--- config.mk ---
export PLATFORM = sky130hd
export DESIGN_NAME = ecc_block_sequencer
export DESIGN_NICKNAME = d
export VERILOG_FILES = /design/src/rtl/ecc_block_sequencer.sv
export SDC_FILE = /design/constraint.sdc
export NUM_CORES = 1
export LEC_CHECK = 0
export CORE_UTILIZATION = 47
export CTS_CLUSTER_SIZE = 12
export DETAILED_ROUTE_END_ITERATION = 10
export PLACE_DENSITY = 0.74
export SYNTH_ARGS = -nofsm -noshare
export SYNTH_HDL_FRONTEND = slang
export SYNTH_SLANG_ARGS = --single-unit
--- constraint.sdc ---
create_clock -name Clk -period 3.3 [get_ports Clk]
set_clock_uncertainty 0.2 [all_clocks]
set_input_delay 0.66 -clock Clk [delete_from_list [all_inputs] [get_ports Clk]]
set_output_delay 0.66 -clock Clk [all_outputs]
set_load 0.05 [all_outputs]
--- src/rtl/ecc_block_sequencer.sv ---
// Sequences a block-wide Hamming(16,11) encode/decode through an external combinational ALU:
// read low/high bytes, write the high result then the low result, and count corrected words when decoding.
module ecc_block_sequencer #(
    parameter int W  = 8,
    parameter int AW = 8,
    parameter int CW = 6
) (
    input  logic          Clk,
    input  logic          Reset_n,
    input  logic          Start,
    input  logic          Mode,
    input  logic [AW-1:0] SrcBase,
    input  logic [AW-1:0] DstBase,
    input  logic [CW-1:0] Count,
    output logic          Busy,
    output logic          Done,
    output logic [7:0]    ErrCount,
    output logic [AW-1:0] DataAddr,
    input  logic [W-1:0]  DataIn,
    output logic [W-1:0]  DataOut,
    output logic          WriteEn,
    output logic [W-1:0]  AluA,
    output logic [W-1:0]  AluB,
    output logic [3:0]    AluCtrl,
    input  logic [W-1:0]  AluOut
);

    typedef enum logic [2:0] {
        IDLE,
        RD_LO,
        RD_HI,
        WR_HI,
        WR_LO,
        DONE
    } state_t;

    state_t        state, state_d;
    logic          mode_q;
    logic [AW-1:0] src_q, dst_q;
    logic [CW-1:0] cnt_q, idx;
    logic [W-1:0]  lo, hi;
    logic [7:0]    err_cnt;
    logic          hi_err;
    logic [AW-1:0] offset;
    logic          last_word;

    // Byte offset of word idx; address sums wrap modulo 2^AW.
    assign offset    = AW'({idx, 1'b0});
    assign last_word = (idx == cnt_q - CW'(1));

    assign DataOut  = AluOut;
    assign AluA     = lo;
    assign AluB     = hi;
    assign ErrCount = err_cnt;

    always_ff @(posedge Clk or negedge Reset_n) begin
        if (!Reset_n) begin
            state <= IDLE;
        end else begin
            state <= state_d;
        end
    end

    always_comb begin
        state_d  = state;
        Busy     = (state != IDLE);
        Done     = 1'b0;
        WriteEn  = 1'b0;
        AluCtrl  = 4'b0000;
        DataAddr = '0;
        case (state)
            IDLE: begin
                if (Start) begin
                    state_d = (Count == '0) ? DONE : RD_LO;
                end
            end
            RD_LO: begin
                DataAddr = src_q + offset;
                state_d  = RD_HI;
            end
            RD_HI: begin
                DataAddr = src_q + offset + AW'(1);
                state_d  = WR_HI;
            end
            WR_HI: begin
                WriteEn  = 1'b1;
                AluCtrl  = mode_q ? 4'b0110 : 4'b0100;
                DataAddr = dst_q + offset + AW'(1);
                state_d  = WR_LO;
            end
            WR_LO: begin
                WriteEn  = 1'b1;
                AluCtrl  = mode_q ? 4'b0111 : 4'b0101;
                DataAddr = dst_q + offset;
                state_d  = last_word ? DONE : RD_LO;
            end
            DONE: begin
                Done    = 1'b1;
                state_d = IDLE;
            end
            default: state_d = IDLE;
        endcase
    end

    always_ff @(posedge Clk or negedge Reset_n) begin
        if (!Reset_n) begin
            mode_q  <= 1'b0;
            src_q   <= '0;
            dst_q   <= '0;
            cnt_q   <= '0;
            idx     <= '0;
            lo      <= '0;
            hi      <= '0;
            err_cnt <= '0;
            hi_err  <= 1'b0;
        end else begin
            case (state)
                IDLE: begin
                    if (Start) begin
                        mode_q  <= Mode;
                        src_q   <= SrcBase;
                        dst_q   <= DstBase;
                        cnt_q   <= Count;
                        idx     <= '0;
                        err_cnt <= '0;
                        hi_err  <= 1'b0;
                    end
                end
                RD_LO: lo <= DataIn;
                RD_HI: hi <= DataIn;
                WR_HI: hi_err <= mode_q && (AluOut != hi);
                WR_LO: begin
                    // A word is counted once even if both of its bytes were corrected.
                    if (mode_q && (hi_err || (AluOut != lo)) && (err_cnt != 8'hFF)) begin
                        err_cnt <= err_cnt + 8'd1;
                    end
                    hi_err <= 1'b0;
                    if (!last_word) begin
                        idx <= idx + CW'(1);
                    end
                end
                default: ;
            endcase
        end
    end

endmodule

==> results of run 1 <==
-- flip-flops by register name, indices dropped and copies added (netlist names) --
signal / cells
AluB: 8
src_q: 8
ErrCount: 8
mode_q: 1
dst_q: 8
hi_err: 1
AluA: 8
state: 3
idx: 6
cnt_q: 6
-- final cells by class --
cell class | count | area, sq um
Timing Repair Buffer | 130 | 1260
Fill cell | 590 | 2260
Inverter | 14 | 57.6
Clock buffer | 12 | 165
Multi-Input combinational cell | 345 | 2540
Tap cell | 102 | 128
Clock inverter | 4 | 50.0
Sequential cell | 57 | 1430
-- Yosys cell counts (3+ instances only) --
library cell  count  area share
nand2_1          79       0.075
dfrtp_1          57        0.36
nor2_1           25       0.024
o21ai_0          25       0.032
xnor2_1          21       0.047
mux2_2           19       0.054
ha_1             16       0.051
a21oi_1          15       0.019
clkbuf_1         13       0.012
inv_1            13       0.012
nor2b_1          11       0.018
xor2_1           11       0.025
buf_4            10       0.019
nor3_1           10       0.013
nand4_1           7       0.011
o31ai_1           7       0.013
mux2i_1           6       0.015
nand3_1           6      0.0076
or4_1             6       0.011
a211oi_1          4      0.0076
a22oi_1           4      0.0076
nand2b_1          4      0.0064
nor4_1            4      0.0064
o211ai_1          4      0.0076
or2_2             4      0.0064
a22o_1            3      0.0067
and2_1            3      0.0048
nor3b_1           3      0.0057
o211a_1           3      0.0076
o21bai_1          3      0.0057
or3_1             3      0.0048
-- kinds of logic (layout without fill, tap and decap cells) --
| group | Yosys count | in the layout | synth area share |
|---|---|---|---|
| AO/OA/AOI/OAI | 88 | 88 | 0.152 |
| XOR/XNOR | 32 | 32 | 0.0713 |
| adder cells (fa/ha/maj) | 18 | 18 | 0.0611 |
| buffers and inverters | 41 | 160 | 0.0538 |
| flip-flops | 57 | 57 | 0.363 |
| multiplexers | 25 | 25 | 0.0697 |
| other | 1 | 1 | 0.000954 |
| AND/OR/NAND/NOR | 181 | 181 | 0.229 |
-- power by group --
part	internal (mW)	total, mW	switching (mW)	leakage [nW]
logic	1.77	4.08	2.31	1.66
clock network	0.409	0.702	0.293	0.105
registers	0.979	1.25	0.275	0.715
total	3.16	6.03	2.88	2.47
-- placed cells by master (no fill, tap or decap), types with 3 or more instances in the layout --
master and n:
and2_1 3, o211ai_1 4, clkbuf_8 12, nand3_1 5, nand2b_1 4, xnor2_2 3, nor4_1 3, nand4_1 7
ha_4 4, mux2_2 19, xnor2_1 18, inv_1 11, a22o_1 3, a211oi_4 3, a21oi_1 13, or2_2 3
mux2i_1 6, dfrtp_2 3, nor2b_1 9, a22oi_1 4, ha_1 12, o31ai_1 3, nor2_1 24, or3_1 3
nand2_1 78, xor2_1 10, buf_4 46, o21bai_1 3, or4_1 6, buf_12 8, o211a_1 3, nor3_1 8
o21ai_0 22, clkdlybuf4s50_1 74, dfrtp_1 54
-- final timing paths --
kind                           from          end  cells past startpoint
min in group Clk           dst_q[3]     dst_q[3]                      2
min reg2reg                dst_q[3]     dst_q[3]                      2
max                          idx[0]  DataAddr[7]                     10
max in group asynchronous   Reset_n       idx[1]                      2
max reg2reg                state[1]  ErrCount[3]                      9
min                         Reset_n      AluA[7]                      1
-- worst max-delay path, delay by kind of cell (launching register included) --
kind	cells	cell delay, ps
compound gates	3	630
fa+ha+maj	2	410
buf+inv	2	220
flops	1	450
simple gates	3	700
-- metrics by stage --
stage	power [mW]	hold slack [ps]
floorplan	3.70	164
CTS	5.89	176
detailed placement	5.05	275
finish	6.03	168
global placement	4.98	274
global route	6.37	208
-- repair_timing --
item | CTS | global route
gates resized for setup | 25 | 16
buffers inserted | 3 | 3
cloned | 0 | 0
setup endpoints to repair | 4 | 5
pin swaps | 15 | 9
-- per-layer routing --
metal / track usage / wire length [microns] / vias up
met1: 0.304 / 4560 / 1840
met5: 0 / 0 / -
met2: 0.444 / 5310 / 131
li1: - / - / 1788
met4: 0.0987 / 238 / 0
met3: 0.0667 / 725 / 21
==> run_results.csv, run 1 <==
group,metric,value,unit
power_and_ir_drop,p_leak,2.47,nW
clock_network,cts_max_level,3,
timing,timing.fmax,0.277,GHz
grt,antenna_found_initial,0,
grt,grt_pass1_wl,17400,microns
finish,area_delta_synth_final,43.3,%
setup_path,setup.worst_path.start_class,"flip-flop",
die,die_y,93.5,microns
setup_path,reg2reg_slack,450,ps
timing,hold_viol,0,
die,dieWidth,93.5,microns
drt,viasPerCell,5.69,
place,place_inst,642,
setup_path,cp-end-kind,"output pin",
grt,grt_pass1_vias,3823,
timing,rsz0062_at_grt,"yes",
timing,tns,-951,ps
place,dpl_cell_area,5170,sq um
finish,drive_gt1_frac,0.247,
timing,timing.final.crit_share,1.09,
place,place.gp.congestion,0.925,
setup_path,cp_slowest_cell,"or4b_4",
yosys,postSynthAreaPerCell,8.87,sq um
drt,drc,0,
yosys,synth_cell_types,64,
yosys,yosys_warnings,0,
timing,fin_crit,3610,ps
place,dp_hpwl,8020,microns
yosys,ys_seq_area_frac,0.363,
power_and_ir_drop,power.density,1070,nW/um^2
yosys,ys_ff_latch,57,
finish,final_cell_count_no_fill,664,
clock_network,clock_latency,340,ps
finish,antenna_cells,0,
drt,dr.pass1.iters,4,
die,num_rows,32,
drt,ant_nets,0,
yosys,synth_edf_count,0,
setup_path,max_stage_delay,470,ps
clock_network,cts_root_buffer,"clkbuf_8",
drt,wl_per_cell,16.3,microns
worst_hold_path,hp-class,"primary input to asynchronous set/reset pin",
timing,setup_slack,-313,ps
yosys,synth_area,3930,sq um
grt,grt_max_degree,30,
yosys,synthArstFlopShare,1.00,
die,start_util,0.498,
drt,dr_total_vias,3780,
timing,maxSlewViolCount,0,
finish,fin_nets,617,
setup_path,critical_path_arrival,2750,ps
timing,setup_viol,5,
clock_network,clock_sinks,57,
die,ios,89,
die,die_area,8730,sq um
clock_network,postCtsHoldBufs,0,
timing,worstMarginPinSlew,808,ps
power_and_ir_drop,vdd_drop_max,811,uV
run_status,violations,"setup timing",
finish,post-route-util,0.714,
yosys,synthFlopType,"dfrtp_1",
timing,slew-limit-headroom,0.460,
drt,drt_iter0_markers,155,
setup_path,cp_cell_sequence,"ha_4, inv_2, fa_2, nor2b_2, o311a_1, or4b_4, and4_1, o211a_1, o31ai_4, buf_12",
run_status,outcome,"finished with violations",
clock_network,numCtsBuffers,9,
drt,wl,10800,microns
clock_network,cts_buffer_depth,2,
yosys,syn-num-nets,503,
grt,grt.total_usage,0.257,
finish,finish.instance_area,5630,sq um
job,cap_viol_max_count,0,
clock_network,clkSlewWorstSetupHoldPaths,70,ps
clock_network,cts_tree,"yes",
setup_path,crit_type,"flip-flop to output pin",
place,io_buffers,87,
yosys,synth_cells,443,
grt,grt.overflow.total,0,
setup_path,critical_path_required,2440,ps
setup_path,path_max_fanout,3,
die,fp.coreArea,7890,sq um
place,post-place-ws,-74.6,ps
(Power assumes the default switching activity.)
==> run 2: changes to the inputs <==
CTS_CLUSTER_DIAMETER = 50   (was default)
==> results of run 2 <==
Same layout as run 1: the final DEF is identical, and so are final timing and power.
==> run 3: changes to the inputs <==
CORE_MARGIN = 2   (was default)
==> run 3 against run 2 <==
Against the previous run:
- the flow still finishes with violations (setup timing)
- worst setup slack worse by 67 ps
- combinational power up 2%
- utilization down 1.6 points
- final area up 1.3%
- sequential share of layout area down 0.34 points
- first-iteration DRC count down 12%
- register-to-register slack better by 20 ps
- maximum frequency down 1.8%
- die area up 4.3%
- global-route usage down 1.0 points
- critical path type unchanged
- largest cell class unchanged
==> run_results.csv, run 3 (synthesized netlist as in run 1, its figures left out) <==
group,metric,value,unit
clock_network,cts_tree,"yes",
drt,wl_per_cell,16.3,microns
timing,timing.fmax,0.272,GHz
place,dp_hpwl,8100,microns
finish,final_cell_mix,"78 x nand2_1, 74 x clkdlybuf4s50_1, 55 x dfrtp_1",
clock_network,cts_max_level,3,
place,place_inst,645,
run_status,violations,"setup timing",
timing,timing.final.crit_share,1.12,
job,cap_viol_max_count,0,
setup_path,crit_type,"flip-flop to output pin",
timing,rsz0062_at_grt,"yes",
grt,grt_pass1_vias,3730,
die,dieWidth,95.5,microns
clock_network,clock_sinks,57,
grt,antenna_found_initial,0,
die,die_area,9110,sq um
power_and_ir_drop,vdd_drop_max,796,uV
die,num_rows,33,
grt,grt.overflow.total,0,
grt,grt_max_degree,45,
place,place.gp.congestion,0.904,
finish,fin_nets,616,
clock_network,clkSlewWorstSetupHoldPaths,70,ps
clock_network,cts_root_buffer,"clkbuf_8",
timing,hold_viol,0,
drt,ant_nets,0,
die,start_util,0.481,
place,dpl_cell_area,5160,sq um
die,die_y,95.5,microns
grt,grt.total_usage,0.246,
setup_path,path_max_fanout,3,
place,post-place-ws,-107,ps
timing,slew-limit-headroom,0.339,
power_and_ir_drop,power.density,1100,nW/um^2
finish,multiInputGateArea,2560,sq um
clock_network,clock_latency,330,ps
power_and_ir_drop,p_seq_frac,0.200,
finish,final_cell_count_no_fill,666,
finish,finish.instance_area,5700,sq um
setup_path,setup.worst_path.start_class,"flip-flop",
drt,viasPerCell,5.57,
setup_path,critical_path_arrival,2820,ps
clock_network,numCtsBuffers,9,
die,fp.coreArea,8180,sq um
finish,area_delta_synth_final,45.1,%
clock_network,cts_buffer_depth,2,
finish,final_common_cell,"nand2_1",
power_and_ir_drop,p_sw,2.89,mW
timing,fin_crit,3680,ps
clock_network,postCtsHoldBufs,0,
power_and_ir_drop,p_int,3.35,mW
finish,drive_gt1_frac,0.239,
power_and_ir_drop,total_power,6.25,mW
timing,setup_slack,-380,ps
drt,dr.pass1.iters,4,
drt,dr_total_vias,3712,
setup_path,cp-end-kind,"output pin",
timing,worstMarginPinSlew,992,ps
drt,drt_iter0_markers,137,
power_and_ir_drop,combPwrFrac,0.665,
grt,grt_pass1_wl,17400,microns
timing,setup_viol,5,
drt,drc,0,
run_status,outcome,"finished with violations",
die,ios,89,
power_and_ir_drop,swShare,0.463,
worst_hold_path,hp-class,"primary input to asynchronous set/reset pin",
drt,wl,10800,microns
finish,antenna_cells,0,
power_and_ir_drop,p_leak,2.51,nW
finish,post-route-util,0.698,
finish,regArea,1430,sq um
power_and_ir_drop,power_frac_clock,0.135,
timing,finalHoldWorstSlack,293,ps
finish,n_fill_cell,601,
place,io_buffers,87,
setup_path,critical_path_required,2440,ps
timing,tns,-1130,ps
timing,maxSlewViolCount,0,
## run 3: changes by cell type in the layout (fill, tap and decap cells not counted), moves of 2 or more
| cell | change |
|---|---|
| o31ai_1 | +2 |
| buf_4 | -5 |
| bufinv_16 | +2 |
| buf_6 | +5 |
| o31ai_2 | -2 |
## run 3: power by group through the flow
stage / logic, mW / registers, mW / clock network [mW]
2_1_floorplan: 2.12 / 1.58 / 0
3_3_place_gp: 3.76 / 1.23 / 0
3_5_place_dp: 3.82 / 1.24 / 0
4_1_cts: 4.01 / 1.25 / 0.852
5_1_grt: 4.43 / 1.29 / 0.885
6_report: 4.15 / 1.25 / 0.845
## run 3: path summary, 6_finish.rpt
| path | from | endpoint | slack (ps) | depth (start not counted) |
|---|---|---|---|---|
| worst max-delay path | idx[0] | DataAddr[7] | -380 | 10 |
| worst min-delay path | Reset_n | AluB[1] | 290 | 1 |
| worst max register to register | state[2] | ErrCount[7] | 470 | 8 |
| worst min register to register | dst_q[3] | dst_q[3] | 290 | 2 |
| max in group asynchronous | Reset_n | dst_q[3] | 1850 | 2 |
| min in group Clk | dst_q[3] | dst_q[3] | 290 | 2 |
## run 3: critical path: stages (launching register included)
cell and delay, ps:
dfrtp_2 400, ha_4 160, inv_2 40, fa_2 350, buf_6 140, xor2_4 150, nor4b_4 380, o21ai_4 110
o31a_1 330, o31ai_4 270, buf_12 170
## run 3: area by class of cell
| class | count | share of cell area |
|---|---|---|
| Tap cell | 105 | 0.0230 |
| Timing Repair Buffer | 129 | 0.221 |
| Inverter | 14 | 0.0101 |
| Clock inverter | 4 | 0.0171 |
| Clock buffer | 12 | 0.0290 |
| Sequential cell | 57 | 0.250 |
| Multi-Input combinational cell | 345 | 0.449 |
## run 3: metal layers
layer / wire (microns) / up-vias / GRT usage
met5: 0 / - / 0
met4: 267 / 0 / 0.0738
met3: 682 / 24 / 0.0545
met2: 5510 / 119 / 0.440
met1: 4360 / 1776 / 0.296
li1: - / 1793 / -
## run 3: what timing repair did
action	in CTS	in global routing
setup buffers	4	5
setup endpoints to repair	4	5
pin swaps	10	20
gates resized for setup	27	19
